==> config.mk <==
export PLATFORM = sky130hd
export DESIGN_NAME = register_op_sequencer_flat
export DESIGN_NICKNAME = d
export VERILOG_FILES = /design/src/rtl/register_op_sequencer_if.sv /design/src/rtl/register_op_sequencer.sv /design/src/flat_wrapper.sv
export SDC_FILE = /design/constraint.sdc
export NUM_CORES = 1
export LEC_CHECK = 0
export BUFFER_PORTS_ARGS = -buffer_cell sky130_fd_sc_hd__clkbuf_2
export CELL_PAD_IN_SITES_DETAIL_PLACEMENT = 1
export CELL_PAD_IN_SITES_GLOBAL_PLACEMENT = 1
export CORE_MARGIN = 2
export CORE_UTILIZATION = 30
export CTS_BUF_LIST = sky130_fd_sc_hd__clkbuf_8
export DETAILED_ROUTE_END_ITERATION = 10
export PLACE_DENSITY = 0.58
export SLEW_MARGIN = 20
export SYNTH_ARGS = -nofsm -noshare
export SYNTH_HDL_FRONTEND = slang
export SYNTH_SLANG_ARGS = --single-unit
==> constraint.sdc <==
create_clock -name Clock -period 4.9 [get_ports Clock]
set_clock_uncertainty 0.1 [all_clocks]
set_input_delay 0.245 -clock Clock [delete_from_list [all_inputs] [get_ports Clock]]
set_output_delay 0.245 -clock Clock [all_outputs]
set_load 0.03 [all_outputs]
==> src/rtl/register_op_sequencer_if.sv <==
// Command, register-bank drive and shadow read-back signals of the register op sequencer.
// slave: sequencer side; master: control-unit / bank side.
interface register_op_sequencer_if #(
  parameter int WIDTH = 16,
  parameter int NREG  = 4,
  parameter int CNT_W = 4
);
  localparam int SEL_W = (NREG > 1) ? $clog2(NREG) : 1;

  logic             CmdValid;
  logic             CmdReady;
  logic [SEL_W-1:0] CmdReg;
  logic [1:0]       CmdOp;
  logic [WIDTH-1:0] CmdData;
  logic [CNT_W-1:0] CmdCount;
  logic [NREG-1:0]  RegE;
  logic [1:0]       FunSel;
  logic [WIDTH-1:0] I;
  logic             Busy;
  logic             Done;
  logic [SEL_W-1:0] RdSel;
  logic [WIDTH-1:0] RdData;

  modport master (
    output CmdValid, CmdReg, CmdOp, CmdData, CmdCount, RdSel,
    input  CmdReady, RegE, FunSel, I, Busy, Done, RdData
  );

  modport slave (
    input  CmdValid, CmdReg, CmdOp, CmdData, CmdCount, RdSel,
    output CmdReady, RegE, FunSel, I, Busy, Done, RdData
  );
endinterface

==> src/rtl/register_op_sequencer.sv <==
// Issues FunSel micro-ops (dec/inc/load/clear) to a register bank, repeating each CmdCount+1
// times, and keeps a shadow copy of every register for combinational read-back.
module register_op_sequencer #(
  parameter int WIDTH = 16,
  parameter int NREG  = 4,
  parameter int CNT_W = 4
) (
  input  logic                   Clock,
  input  logic                   Reset_n,
  register_op_sequencer_if.slave bus
);
  localparam int SEL_W = (NREG > 1) ? $clog2(NREG) : 1;

  localparam logic [1:0] ST_INIT  = 2'b00;
  localparam logic [1:0] ST_IDLE  = 2'b01;
  localparam logic [1:0] ST_ISSUE = 2'b10;
  localparam logic [1:0] ST_DONE  = 2'b11;

  localparam logic [1:0] OP_DEC  = 2'b00;
  localparam logic [1:0] OP_INC  = 2'b01;
  localparam logic [1:0] OP_LOAD = 2'b10;
  localparam logic [1:0] OP_CLR  = 2'b11;

  localparam logic [WIDTH-1:0] ZERO_W = {WIDTH{1'b0}};
  localparam logic [WIDTH-1:0] ONE_W  = {{(WIDTH-1){1'b0}}, 1'b1};
  localparam logic [CNT_W-1:0] ZERO_C = {CNT_W{1'b0}};
  localparam logic [CNT_W-1:0] ONE_C  = {{(CNT_W-1){1'b0}}, 1'b1};

  logic [1:0]       state_r;
  logic [SEL_W-1:0] reg_r;
  logic [1:0]       op_r;
  logic [WIDTH-1:0] data_r;
  logic [CNT_W-1:0] remaining_r;
  logic [WIDTH-1:0] shadow_r [NREG];

  logic             accept_s;
  logic [WIDTH-1:0] cur_s;
  logic [WIDTH-1:0] next_s;
  logic [NREG-1:0]  rege_s;
  logic [1:0]       funsel_s;
  logic [WIDTH-1:0] i_s;
  logic             ready_s;
  logic             busy_s;
  logic             done_s;
  logic [WIDTH-1:0] rd_s;

  assign accept_s = (state_r == ST_IDLE) && bus.CmdValid;

  // Current shadow of the latched target register; an out-of-range index reads as zero.
  always_comb begin
    cur_s = ZERO_W;
    for (int i = 0; i < NREG; i++) begin
      cur_s = (reg_r == SEL_W'(i)) ? shadow_r[i] : cur_s;
    end
  end

  // Value the bank register will hold after this issue cycle.
  always_comb begin
    next_s = cur_s;
    case (op_r)
      OP_DEC:  next_s = cur_s - ONE_W;
      OP_INC:  next_s = cur_s + ONE_W;
      OP_LOAD: next_s = data_r;
      OP_CLR:  next_s = ZERO_W;
      default: next_s = cur_s;
    endcase
  end

  // Sequencer state, command latches and repeat counter.
  always_ff @(posedge Clock or negedge Reset_n) begin
    if (!Reset_n) begin
      state_r     <= ST_INIT;
      reg_r       <= {SEL_W{1'b0}};
      op_r        <= 2'b00;
      data_r      <= ZERO_W;
      remaining_r <= ZERO_C;
    end else begin
      case (state_r)
        ST_INIT: state_r <= ST_IDLE;
        ST_IDLE: begin
          if (accept_s) begin
            reg_r       <= bus.CmdReg;
            op_r        <= bus.CmdOp;
            data_r      <= bus.CmdData;
            remaining_r <= bus.CmdCount;
            state_r     <= ST_ISSUE;
          end
        end
        ST_ISSUE: begin
          if (remaining_r == ZERO_C) begin
            state_r <= ST_DONE;
          end else begin
            remaining_r <= remaining_r - ONE_C;
          end
        end
        ST_DONE: state_r <= ST_IDLE;
        default: state_r <= ST_INIT;
      endcase
    end
  end

  // Shadows follow the bank: cleared alongside it in INIT, updated on every issue edge.
  always_ff @(posedge Clock or negedge Reset_n) begin
    if (!Reset_n) begin
      for (int i = 0; i < NREG; i++) begin
        shadow_r[i] <= ZERO_W;
      end
    end else begin
      for (int i = 0; i < NREG; i++) begin
        if (state_r == ST_INIT) begin
          shadow_r[i] <= ZERO_W;
        end else if ((state_r == ST_ISSUE) && (reg_r == SEL_W'(i))) begin
          shadow_r[i] <= next_s;
        end
      end
    end
  end

  // Bank drive and handshake decoded from the registered state; forced quiet while in reset.
  always_comb begin
    rege_s   = {NREG{1'b0}};
    funsel_s = 2'b00;
    i_s      = ZERO_W;
    ready_s  = 1'b0;
    busy_s   = 1'b1;
    done_s   = 1'b0;
    if (!Reset_n) begin
      busy_s = 1'b1;
    end else begin
      case (state_r)
        ST_INIT: begin
          rege_s   = {NREG{1'b1}};
          funsel_s = OP_CLR;
        end
        ST_IDLE: begin
          ready_s = 1'b1;
          busy_s  = 1'b0;
        end
        ST_ISSUE: begin
          for (int i = 0; i < NREG; i++) begin
            rege_s[i] = (reg_r == SEL_W'(i));
          end
          funsel_s = op_r;
          i_s      = (op_r == OP_LOAD) ? data_r : ZERO_W;
        end
        ST_DONE: done_s = 1'b1;
        default: busy_s = 1'b1;
      endcase
    end
  end

  // Shadow read-back; selects beyond NREG return zero.
  always_comb begin
    rd_s = ZERO_W;
    for (int i = 0; i < NREG; i++) begin
      rd_s = (bus.RdSel == SEL_W'(i)) ? shadow_r[i] : rd_s;
    end
  end

  assign bus.RegE     = rege_s;
  assign bus.FunSel   = funsel_s;
  assign bus.I        = i_s;
  assign bus.CmdReady = ready_s;
  assign bus.Busy     = busy_s;
  assign bus.Done     = done_s;
  assign bus.RdData   = rd_s;
endmodule

==> src/flat_wrapper.sv <==
// flat-port wrapper written by rule: the top's interface ports become plain ports
module register_op_sequencer_flat 
#(
  parameter int WIDTH = 16,
  parameter int NREG  = 4,
  parameter int CNT_W = 4
)
  (Clock, Reset_n, bus_CmdValid, bus_CmdReg, bus_CmdOp, bus_CmdData, bus_CmdCount, bus_RdSel, bus_CmdReady, bus_RegE, bus_FunSel, bus_I, bus_Busy, bus_Done, bus_RdData);
  register_op_sequencer_if #(.WIDTH(WIDTH), .NREG(NREG), .CNT_W(CNT_W)) bus_i ();
  input  logic Clock;
  input  logic Reset_n;
  input wire logic [$bits(bus_i.CmdValid)-1:0] bus_CmdValid;
  input wire logic [$bits(bus_i.CmdReg)-1:0] bus_CmdReg;
  input wire logic [$bits(bus_i.CmdOp)-1:0] bus_CmdOp;
  input wire logic [$bits(bus_i.CmdData)-1:0] bus_CmdData;
  input wire logic [$bits(bus_i.CmdCount)-1:0] bus_CmdCount;
  input wire logic [$bits(bus_i.RdSel)-1:0] bus_RdSel;
  output wire logic [$bits(bus_i.CmdReady)-1:0] bus_CmdReady;
  output wire logic [$bits(bus_i.RegE)-1:0] bus_RegE;
  output wire logic [$bits(bus_i.FunSel)-1:0] bus_FunSel;
  output wire logic [$bits(bus_i.I)-1:0] bus_I;
  output wire logic [$bits(bus_i.Busy)-1:0] bus_Busy;
  output wire logic [$bits(bus_i.Done)-1:0] bus_Done;
  output wire logic [$bits(bus_i.RdData)-1:0] bus_RdData;
  assign bus_i.CmdValid = bus_CmdValid;
  assign bus_i.CmdReg = bus_CmdReg;
  assign bus_i.CmdOp = bus_CmdOp;
  assign bus_i.CmdData = bus_CmdData;
  assign bus_i.CmdCount = bus_CmdCount;
  assign bus_i.RdSel = bus_RdSel;
  assign bus_CmdReady = bus_i.CmdReady;
  assign bus_RegE = bus_i.RegE;
  assign bus_FunSel = bus_i.FunSel;
  assign bus_I = bus_i.I;
  assign bus_Busy = bus_i.Busy;
  assign bus_Done = bus_i.Done;
  assign bus_RdData = bus_i.RdData;
  register_op_sequencer #(.WIDTH(WIDTH), .NREG(NREG), .CNT_W(CNT_W)) u_core (.Clock(Clock), .Reset_n(Reset_n), .bus(bus_i));
endmodule
Word level (Yosys, flattened, before mapping)
Cells that the tools add are included.

word-level totals
  input bits = 29
  output and inout bits = 41
  bits in registers = 90
  word-level logic and storage cells = 82

operators by class
  add/subtract/negate cells = 3
  reductions and logical operators = 19
  muxes and demuxes = 36
  equal/unequal tests = 15

operator list
  cell                                                    count
  2-to-1 mux 16 bit                                       19
  case mux 16 bit (4 select lines)                        1
  adder 16 x 1 -> 16 bit (second input constant)          1
  == test 2 bit (second input constant)                   8
  case mux 4 bit (2 select lines)                         2
  subtractor 16 x 1 -> 16 bit (second input constant)     1
  2-to-1 mux 4 bit                                        3
  nonzero test 2 bit                                      5
  == test 2 x 1 -> 1 bit (second input constant)          4
  zero test 2 bit                                         4
  2-to-1 mux 1 bit                                        6
  2-to-1 mux 2 bit                                        3
  case mux 2 bit (3 select lines)                         1
  logical AND 1 bit                                       5
  zero test 4 bit                                         1
  inequality test 2 x 1 -> 1 bit (second input constant)  2
  case mux 2 bit (2 select lines)                         1
  AND reduction 2 bit                                     2
  subtractor 4 x 1 -> 4 bit (second input constant)       1
  AND reduction 3 bit                                     1
  inequality test 2 bit (second input constant)           1
  OR reduction 2 bit                                      1

Logic depth before layout (Yosys ltp)
Gate-level depths: netlist of run 1.

  depth in word-level cells = 9
  gate-level depth with buffers = 11
  mapped depth without buffers = 10

Worst setup path before layout of run 1
No wires, ideal clock.

  path type = register to register
  from = register u_core.reg_r[0]
  to = register u_core.shadow_r[24] in the netlist's numbering
  library setup time = 0.083 ns
  clock period less this slack = 3.372 ns
  buffers on the path = 3
  cell stages (with the launch flop) = 12
  arrival time = 3.189 ns
  path slack = 1.528 ns
  path through = dfrtp_1 -> buf_6 -> buf_2 -> buf_2 -> mux4_2 -> ha_1 -> a211oi_2 -> o21bai_1 -> a2111oi_2 -> o21ai_1 -> a211o_1 -> o22ai_1

between the ends
  longest elaborated chain between the ends = 9
  elaborated cells on any way between the ends = 15

ends and longest elaborated chain
  what                                                                          line                                                      RTL
  from (decl)                                                                   register_op_sequencer.sv:30                               logic [SEL_W-1:0] reg_r;
  from (signal assigned)                                                        register_op_sequencer.sv:73                               reg_r <= {SEL_W{1'b0}};
  from (signal assigned)                                                        register_op_sequencer.sv:82                               reg_r <= bus.CmdReg;
  zero test 2 bit                                                               register_op_sequencer.sv:53                               cur_s = (reg_r == SEL_W'(i)) ? shadow_r[i] : cur_s;
  2-to-1 mux 16 bit (4 in a row)                                                register_op_sequencer.sv:53
  adder 16 x 1 -> 16 bit / subtractor 16 x 1 -> 16 bit (equally long branches)  register_op_sequencer.sv:62, register_op_sequencer.sv:61
  case mux 16 bit (4 select lines)                                              register_op_sequencer.sv:60                               case (op_r)
  2-to-1 mux 16 bit                                                             register_op_sequencer.sv:112                              end else if ((state_r == ST_ISSUE) && (reg_r == SEL_W'(i))) begin
  2-to-1 mux 16 bit                                                             register_op_sequencer.sv:110                              if (state_r == ST_INIT) begin
  to (signal, indexed assignment)                                               register_op_sequencer.sv:113                              shadow_r[i] <= next_s;
  to (decl)                                                                     register_op_sequencer.sv:34                               logic [WIDTH-1:0] shadow_r [NREG];

Parallel ways exist; a longest one is shown, timed or not. The select of a mux whose other input is x is not followed.
A chain may end at the register's enable or synchronous reset.

Worst setup path in the final report of run 1
  from = register u_core.reg_r[0]
  to = register u_core.shadow_r[15] in the netlist's numbering

The elaborated chain is that of the path after synthesis.

==> impl_metrics.tcl, run 1 <==
set metrics [dict create \
    grt_pass1_wl_um 30100 \
    cts_tree "done" \
    vias 4988 \
    final_net_count 702 \
    shortest_clock_period_the_worst_path_allows_after_layout_ns 3.89 \
    critical_path.max_stage_delay_ns 0.63 \
    drt-total-wl_um 19100 \
    finalSetupTns_ns 0 \
    port_buffers 69 \
    powerDensity_nw_per_um2 783 \
    synth_area_per_cell_um2 10.2 \
    max-cap-violations 0 \
    initial_core_util 0.305 \
    worst_path_dominant_cell_family "compound AO/OA/AOI/OAI gates" \
    fillCellCount 2229 \
    max-clock-path-buffers 2 \
    hold_path_class "input pin to flip-flop" \
    route.detailed.vias_per_inst 5.41 \
    mostFrequentLayoutCell "sky130_fd_sc_hd__dfrtp_1" \
    placement.setup.worst_slack_ns 1.09 \
    syn-instance-count 581 \
    cp.arrival_ns 4.06 \
    slowest_stage "sky130_fd_sc_hd__dfrtp_1" \
    postSynthRegisterBits 90 \
    outcome "finished clean" \
    total_number_of_yosys_warnings 0 \
    post_cts.repair.setup_buffers 0 \
    commonest_non_fill_non_tap_cells_in_the_layout "sky130_fd_sc_hd__dfrtp_1 (90), sky130_fd_sc_hd__clkbuf_2 (68), sky130_fd_sc_hd__nor2_1 (48)" \
    setup_slack_ns 1.01 \
    fin_cells 922 \
    detail_route.wl_per_cell_um 20.7 \
    synth.distinct_cells 64 \
    worstPathCellList "buf_4 -> mux4_2 -> ha_1 -> nor3_1 -> a211oi_1 -> o211ai_1 -> a21oi_1 -> a31oi_1 -> o311ai_1" \
    worst-slew-pin-transition_ns 1.07 \
    setup_repair_after_global_routing_missed_its_margin "false" \
    p_leak_uw 0.00294 \
    max_freq_mhz 257 \
    vdd_drop_max_mv 0.233 \
    global_route.overflow_total 0 \
    clkTransAtPathRegs_ns 0.09 \
    whs_ns 0.0272 \
    maxSlewViolCount 0 \
    finalPower_uw 5460 \
    synth_sequential_area_ratio 0.380 \
    syn_nets 630 \
    routabilityCongestion 0.886 \
    critPathLaunchType "flip-flop" \
    synth_edf_count 0 \
    insertion_delay_ns 0.39 \
    std_cell_rows 51 \
    diodes 0 \
    topRoutingLayerUsed "met4" \
    metal_1_wl_um 8550 \
    buffer_type_at_the_clock_tree_root "sky130_fd_sc_hd__clkbuf_8" \
    asyncSetResetFlopFracSynth 1.00 \
    worst-setup-path-type "flip-flop to flip-flop" \
    core-area_um2 19500 \
    io_pins 70 \
    post-place-cells 887 \
    period_share 0.793 \
    numCtsBuffers 9 \
    die_ar_um2 20900 \
    grt_antenna_before_repair 0 \
    crit_buf_inv 1 \
    htree_depth 3 \
    die_width_um 145 \
    routed_length_on_met2_um 9590 \
    slew_hr 0.285 \
    grtUsageTotal 0.191 \
    hold_viol 0 \
    remaining_drc_errors 0 \
    ant_nets 0 \
    synth_ff_type "sky130_fd_sc_hd__dfrtp_1" \
    area_growth_syn_to_layout_pct 17.5 \
    setup_viol 0 \
    crit_required_ns 5.08 \
    drt-pass1-iter-count 4 \
    worstSetupEndpointType "flip-flop" \
    maximum_number_of_pins_on_one_net_before_global_route_repair 64 \
    path_max_fanout 20 \
    netlist_area_um2 5930 \
    drt_iter0_markers 215 \
    detailroute.wirelength.met3_um 566 \
    hpwlAfterDp_um 13600 \
    numClockSinks 90 \
    die_y_um 145 \
    drive_above_1_share 0.250 \
    grt_pass1_vias 5303 \
]
-- flip-flops by register name (all words and copies together), names as in the netlist --
register	count
u_core.reg_r	2
u_core.data_r	16
u_core.state_r	2
u_core.op_r	2
u_core.remaining_r	4
u_core.shadow_r	64
-- per-layer routing --
metal,track usage,vias up
li1,-,2332
met1,0.244,2546
met2,0.330,86
met3,0.0377,24
met4,0.0526,0
met5,0,-
-- kinds of logic after synthesis --
group	after synthesis	share of synthesized area
AO/OA/AOI/OAI	167	0.190
XOR/XNOR	4	0.00591
adder cells (fa/ha/maj)	20	0.0435
buffers and inverters	53	0.0361
flip-flops	90	0.380
multiplexers	58	0.167
AND/OR/NAND/NOR	189	0.177
-- power breakdown --
group          internal [µW]  switching [µW]  total, µW
Combinational           1380            2140       3520
Sequential              1060             306       1360
Clock                    298             280        577
Total                   2740            2720       5460
-- worst paths after layout --
kind	startpoint	endpoint	slack, ns	depth (start not counted)
worst min register to register	u_core.data_r[15]$_DFFE_PN0P_	u_core.data_r[15]$_DFFE_PN0P_	0.44	1
worst max register to register	u_core.reg_r[0]$_DFFE_PN0P_	u_core.shadow_r[15]$_DFFE_PN0N_	1.01	9
worst max-delay path	u_core.reg_r[0]$_DFFE_PN0P_	u_core.shadow_r[15]$_DFFE_PN0N_	1.01	9
max in group asynchronous	Reset_n	u_core.shadow_r[33]$_DFFE_PN0N_	3.29	3
min in group asynchronous	Reset_n	u_core.shadow_r[6]$_DFFE_PN0N_	0.32	2
worst min-delay path	bus_CmdOp[1]	u_core.op_r[1]$_DFFE_PN0P_	0.03	2
-- per-stage QoR --
stage | instance area [µm²] | utilization
after global placement | 6540 | 0.336
final | 6970 | 0.358
after global routing | 6970 | 0.358
after floorplan | 5930 | -
after detailed placement | 6550 | 0.337
after CTS | 6970 | 0.358
-- worst reg2reg max path: stages (launching register included) --
cell and delay [ns]:
sky130_fd_sc_hd__dfrtp_1 0.63, sky130_fd_sc_hd__buf_4 0.41, sky130_fd_sc_hd__mux4_2 0.56, sky130_fd_sc_hd__ha_1 0.58
sky130_fd_sc_hd__nor3_1 0.09, sky130_fd_sc_hd__a211oi_1 0.56, sky130_fd_sc_hd__o211ai_1 0.21, sky130_fd_sc_hd__a21oi_1 0.21
sky130_fd_sc_hd__a31oi_1 0.11, sky130_fd_sc_hd__o311ai_1 0.31
-- synthesized netlist by cell type (all sizes together), types with 3 or more instances --
master  count  area (µm²)
a211oi     28         220
a21o        5        37.5
a21oi      31         155
a22oi       3        22.5
a311oi      7        61.3
and2       19         119
and3        7        43.8
buf         8        45.0
clkbuf     33         124
dfrtp      90        2250
ha         19         238
inv        12        45.0
mux2       23         263
mux2i       5        53.8
mux4       30         676
nand2      21        78.8
nand2b      5        31.3
nand3      17        85.1
nand3b     32         240
nand4b      4        35.0
nor2       48         180
nor2b       5        31.3
nor3       12        65.1
nor3b       6        50.1
o211ai      5        42.5
o21a        9        67.6
o21ai      53         265
o22ai       4        25.0
o311ai      4        35.0
or3         4        25.0
xnor2       3        26.3
-- repair_timing --
action                                 4_1_cts  5_1_grt
endpoints found under the hold margin       61        0
hold buffers                                20        0
gates resized for setup                      0        0
-- final cells by class --
| class | count | area (µm²) | share of cell area |
|---|---|---|---|
| clock buffer | 10 | 138 | 0.0197 |
| clock inverter | 5 | 80.1 | 0.0115 |
| inverter | 12 | 45.0 | 0.00646 |
| multi-input combinational | 438 | 3480 | 0.499 |
| sequential | 90 | 2250 | 0.323 |
| tap | 265 | 332 | 0.0476 |
| timing repair buffer | 102 | 646 | 0.0926 |
No activity file was read; power rests on OpenSTA's default activity.
==> run 2: changes to the inputs <==
--- a/config.mk
+++ b/config.mk
@@ -5,6 +5,7 @@
 export SDC_FILE = /design/constraint.sdc
 export NUM_CORES = 1
 export LEC_CHECK = 0
+export ABC_AREA = 1
 export BUFFER_PORTS_ARGS = -buffer_cell sky130_fd_sc_hd__clkbuf_2
 export CELL_PAD_IN_SITES_DETAIL_PLACEMENT = 1
 export CELL_PAD_IN_SITES_GLOBAL_PLACEMENT = 1
@@ -12,7 +13,7 @@
 export CORE_UTILIZATION = 30
 export CTS_BUF_LIST = sky130_fd_sc_hd__clkbuf_8
 export DETAILED_ROUTE_END_ITERATION = 10
-export PLACE_DENSITY = 0.58
+export PLACE_DENSITY = 0.62
 export SLEW_MARGIN = 20
 export SYNTH_ARGS = -nofsm -noshare
 export SYNTH_HDL_FRONTEND = slang
==> constraint.sdc (replaced) <==
create_clock -name Clock -period 3.9 [get_ports Clock]
set_clock_uncertainty 0.1 [all_clocks]
set_input_delay 0.195 -clock Clock [delete_from_list [all_inputs] [get_ports Clock]]
set_output_delay 0.195 -clock Clock [all_outputs]
set_load 0.03 [all_outputs]
==> run 2 against run 1 <==
Net effect:
- die area is 7.5% lower
- critical endpoint is now u_core.shadow_r[58]$_DFFE_PN0N_
- total power is 25% higher
- clock power is 20% higher
- critical path type unchanged
- global-route usage is 3.6 points higher
- sequential share of layout area is 2.4 points higher
- first-iteration DRC count is 73% higher
- design area is 6.8% lower
==> impl_metrics.tcl, run 2 <==
set metrics [dict create \
    outcome "finished clean" \
    finalSetupTns_ns 0 \
    hpwlAfterDp_um 16100 \
    netlist_area_um2 5470 \
    setup_viol 0 \
    synthMuxAreaShare 0.0288 \
    numCtsBuffers 9 \
    post_cts_resize_count 0 \
    final_net_count 863 \
    remaining_drc_errors 0 \
    worstPathCellList "inv_4 -> nand2_1 -> inv_2 -> a221oi_1 -> nand2_1 -> o21ai_0 -> inv_1 -> ha_1 -> a21oi_1 -> o21bai_1 -> inv_1 -> nand2_1 -> nand2_1 -> nand2_1 -> o21ai_1 -> nand3_1 -> nand2_1" \
    synth.top_cell.area_share 0.412 \
    top_cells_by_count_synth "sky130_fd_sc_hd__nand2_1 (211), sky130_fd_sc_hd__dfrtp_1 (90), sky130_fd_sc_hd__o21ai_0 (68)" \
    clkTransAtPathRegs_ns 0.11 \
    synthMostInstantiatedCell "sky130_fd_sc_hd__nand2_1" \
    global_route.overflow_total 0 \
    worst-setup-path-type "flip-flop to flip-flop" \
    postSynthRegisterBits 90 \
    hold_viol 0 \
    drt_iter0_markers 373 \
    cp.arrival_ns 3.64 \
    grt_antenna_before_repair 0 \
    hold_path_class "input pin to flip-flop" \
    grt_pass1_vias 6040 \
    largest-register "u_core.shadow_r" \
    largest_family_of_logic_cells_by_synthesized_area "simple AND/OR/NAND/NOR gates" \
    asyncSetResetFlopFracSynth 1.00 \
    drt-total-wl_um 21600 \
    synth_edf_count 0 \
    die_width_um 139 \
    synth_area_per_cell_um2 7.52 \
    period_share 0.876 \
    io_pins 70 \
    post_synth_xor_area_fraction 0.00480 \
    synth.largest_area_cell "sky130_fd_sc_hd__dfrtp_1" \
    grtUsageTotal 0.227 \
    syn-instance-count 728 \
    routabilityCongestion 0.936 \
    commonest_non_fill_non_tap_cells_in_the_layout "sky130_fd_sc_hd__nand2_1 (211), sky130_fd_sc_hd__dfrtp_1 (90), sky130_fd_sc_hd__o21ai_0 (68), sky130_fd_sc_hd__clkbuf_2 (68), sky130_fd_sc_hd__inv_1 (61)" \
    max-cap-violations 0 \
    critical_path.max_stage_delay_ns 0.66 \
    drive_above_1_share 0.164 \
    critical_path.most_common_cell "sky130_fd_sc_hd__nand2_1" \
    worst-slew-pin-transition_ns 1.04 \
    detail_route.wl_per_cell_um 20.6 \
    shortest_clock_period_the_worst_path_allows_after_layout_ns 3.42 \
    std_cell_rows 49 \
    yosys-top-cells-area "sky130_fd_sc_hd__dfrtp_1 (41%), sky130_fd_sc_hd__nand2_1 (14%), sky130_fd_sc_hd__o21ai_0 (6.2%), sky130_fd_sc_hd__nand3_1 (5.5%), sky130_fd_sc_hd__ha_1 (4.3%)" \
    vdd_drop_max_mv 0.296 \
    cts_tree "done" \
    synth_sequential_area_ratio 0.412 \
    p_leak_uw 0.00324 \
    fin_cells 1048 \
    syn_nets 777 \
    buffer_type_at_the_clock_tree_root "sky130_fd_sc_hd__clkbuf_8" \
    maxSlewViolCount 0 \
    slew_hr 0.307 \
    worstSetupEndpointType "flip-flop" \
    crit_required_ns 4.13 \
    insertion_delay_ns 0.39 \
    critPathLaunchType "flip-flop" \
    diodes 0 \
    die_ar_um2 19300 \
    post-place-cells 1011 \
    grt_pass1_wl_um 34100 \
    maximum_number_of_pins_on_one_net_before_global_route_repair 74 \
    port_buffers 69 \
    synth_simple_gate_area_frac 0.265 \
    slowest_stage "sky130_fd_sc_hd__dfrtp_1" \
    max-clock-path-buffers 2 \
    setup_repair_after_global_routing_missed_its_margin "false" \
    area_growth_syn_to_layout_pct 18.7 \
    total_number_of_yosys_warnings 0 \
    powerDensity_nw_per_um2 1050 \
    core-area_um2 17900 \
    max_freq_mhz 293 \
    biggestRegsByFlops "u_core.shadow_r (64), u_core.data_r (16), u_core.remaining_r (4)" \
    synth-adder-area-share 0.0471 \
    share_of_the_synthesized_area_in_compound_gates_ao_oa_aoi_oai 0.172 \
    vias 5602 \
    die_y_um 139 \
    initial_core_util 0.306 \
    synth.distinct_cells 43 \
    mostFrequentLayoutCell "sky130_fd_sc_hd__nand2_1" \
    route.detailed.vias_per_inst 5.35 \
    largest_register_ff_count 64 \
    path_max_fanout 12 \
    ant_nets 0 \
    htree_depth 3 \
    synth_ff_type "sky130_fd_sc_hd__dfrtp_1" \
    drt-pass1-iter-count 4 \
    post_cts.repair.setup_buffers 0 \
    numClockSinks 90 \
]
==> run 2: worst max-delay path, delay by kind of cell (launching register included) <==
family | cells | cell delay, ns
buf+inv | 4 | 0.38
simple gates | 7 | 0.68
flops | 1 | 0.66
fa+ha+maj | 1 | 0.34
compound gates | 5 | 1.19
==> run 2: power breakdown <==
group          switching, µW  internal, µW
sequential               309          1300
clock                    377           317
combinational           3140          1410
==> run 2: path summary, 6_finish.rpt <==
check / startpoint / endpoint / slack, ns / cells after the start
setup / recovery: u_core.reg_r[1]$_DFFE_PN0P_ / u_core.shadow_r[58]$_DFFE_PN0N_ / 0.48 / 17
hold / removal: bus_CmdReg[0] / u_core.reg_r[0]$_DFFE_PN0P_ / 0.02 / 3
setup reg to reg: u_core.reg_r[1]$_DFFE_PN0P_ / u_core.shadow_r[58]$_DFFE_PN0N_ / 0.48 / 17
hold reg to reg: u_core.shadow_r[49]$_DFFE_PN0N_ / u_core.shadow_r[49]$_DFFE_PN0N_ / 0.40 / 2
max in group asynchronous: Reset_n / u_core.shadow_r[60]$_DFFE_PN0N_ / 2.24 / 3
min in group asynchronous: Reset_n / u_core.shadow_r[25]$_DFFE_PN0N_ / 0.16 / 2
==> run 2: cell type report <==
cell class                 instances  area [µm²]
sequential                        90        2250
timing repair buffer             106         678
multi-input combinational        543        2830
fill                            2233       11400
inverter                          64         243
clock buffer                      10         138
tap                              229         287
clock inverter                     6        63.8
==> run 2: cell families after synthesis <==
kind of cell	after synthesis
and+or+nand+nor	345
AOI/OAI and AO/OA	161
buffers and inverters	95
DFF	90
adders and majority gates	20
muxes	14
xor gates and xnor gates	3
==> run 2: metrics by stage <==
stage	setup WS [ns]	area (µm²)	utilization	hold slack (ns)	total power, µW
3_3_place_gp	0.548	6080	0.340	0.00992	5980
5_1_grt	0.100	6490	0.363	0.0330	7490
3_5_place_dp	0.526	6080	0.340	0.00952	6130
6_report	0.483	6490	0.363	0.0191	6850
2_1_floorplan	1.24	5470	-	-0.201	4640
4_1_cts	0.495	6490	0.363	0.000929	6860
==> run 2: per-layer routing <==
metal | global-route usage | vias up | part of all wire
met3 | 0.0318 | 33 | 0.043
met2 | 0.374 | 154 | 0.47
met1 | 0.307 | 2796 | 0.47
li1 | - | 2619 | -
met5 | 0 | - | 0
met4 | 0.0808 | 0 | 0.024
==> run 2: timing repair <==
action | in CTS | in global routing
endpoints found under the hold margin | 37 | 0
hold buffers | 21 | 0
endpoints found under the setup margin | 0 | 0
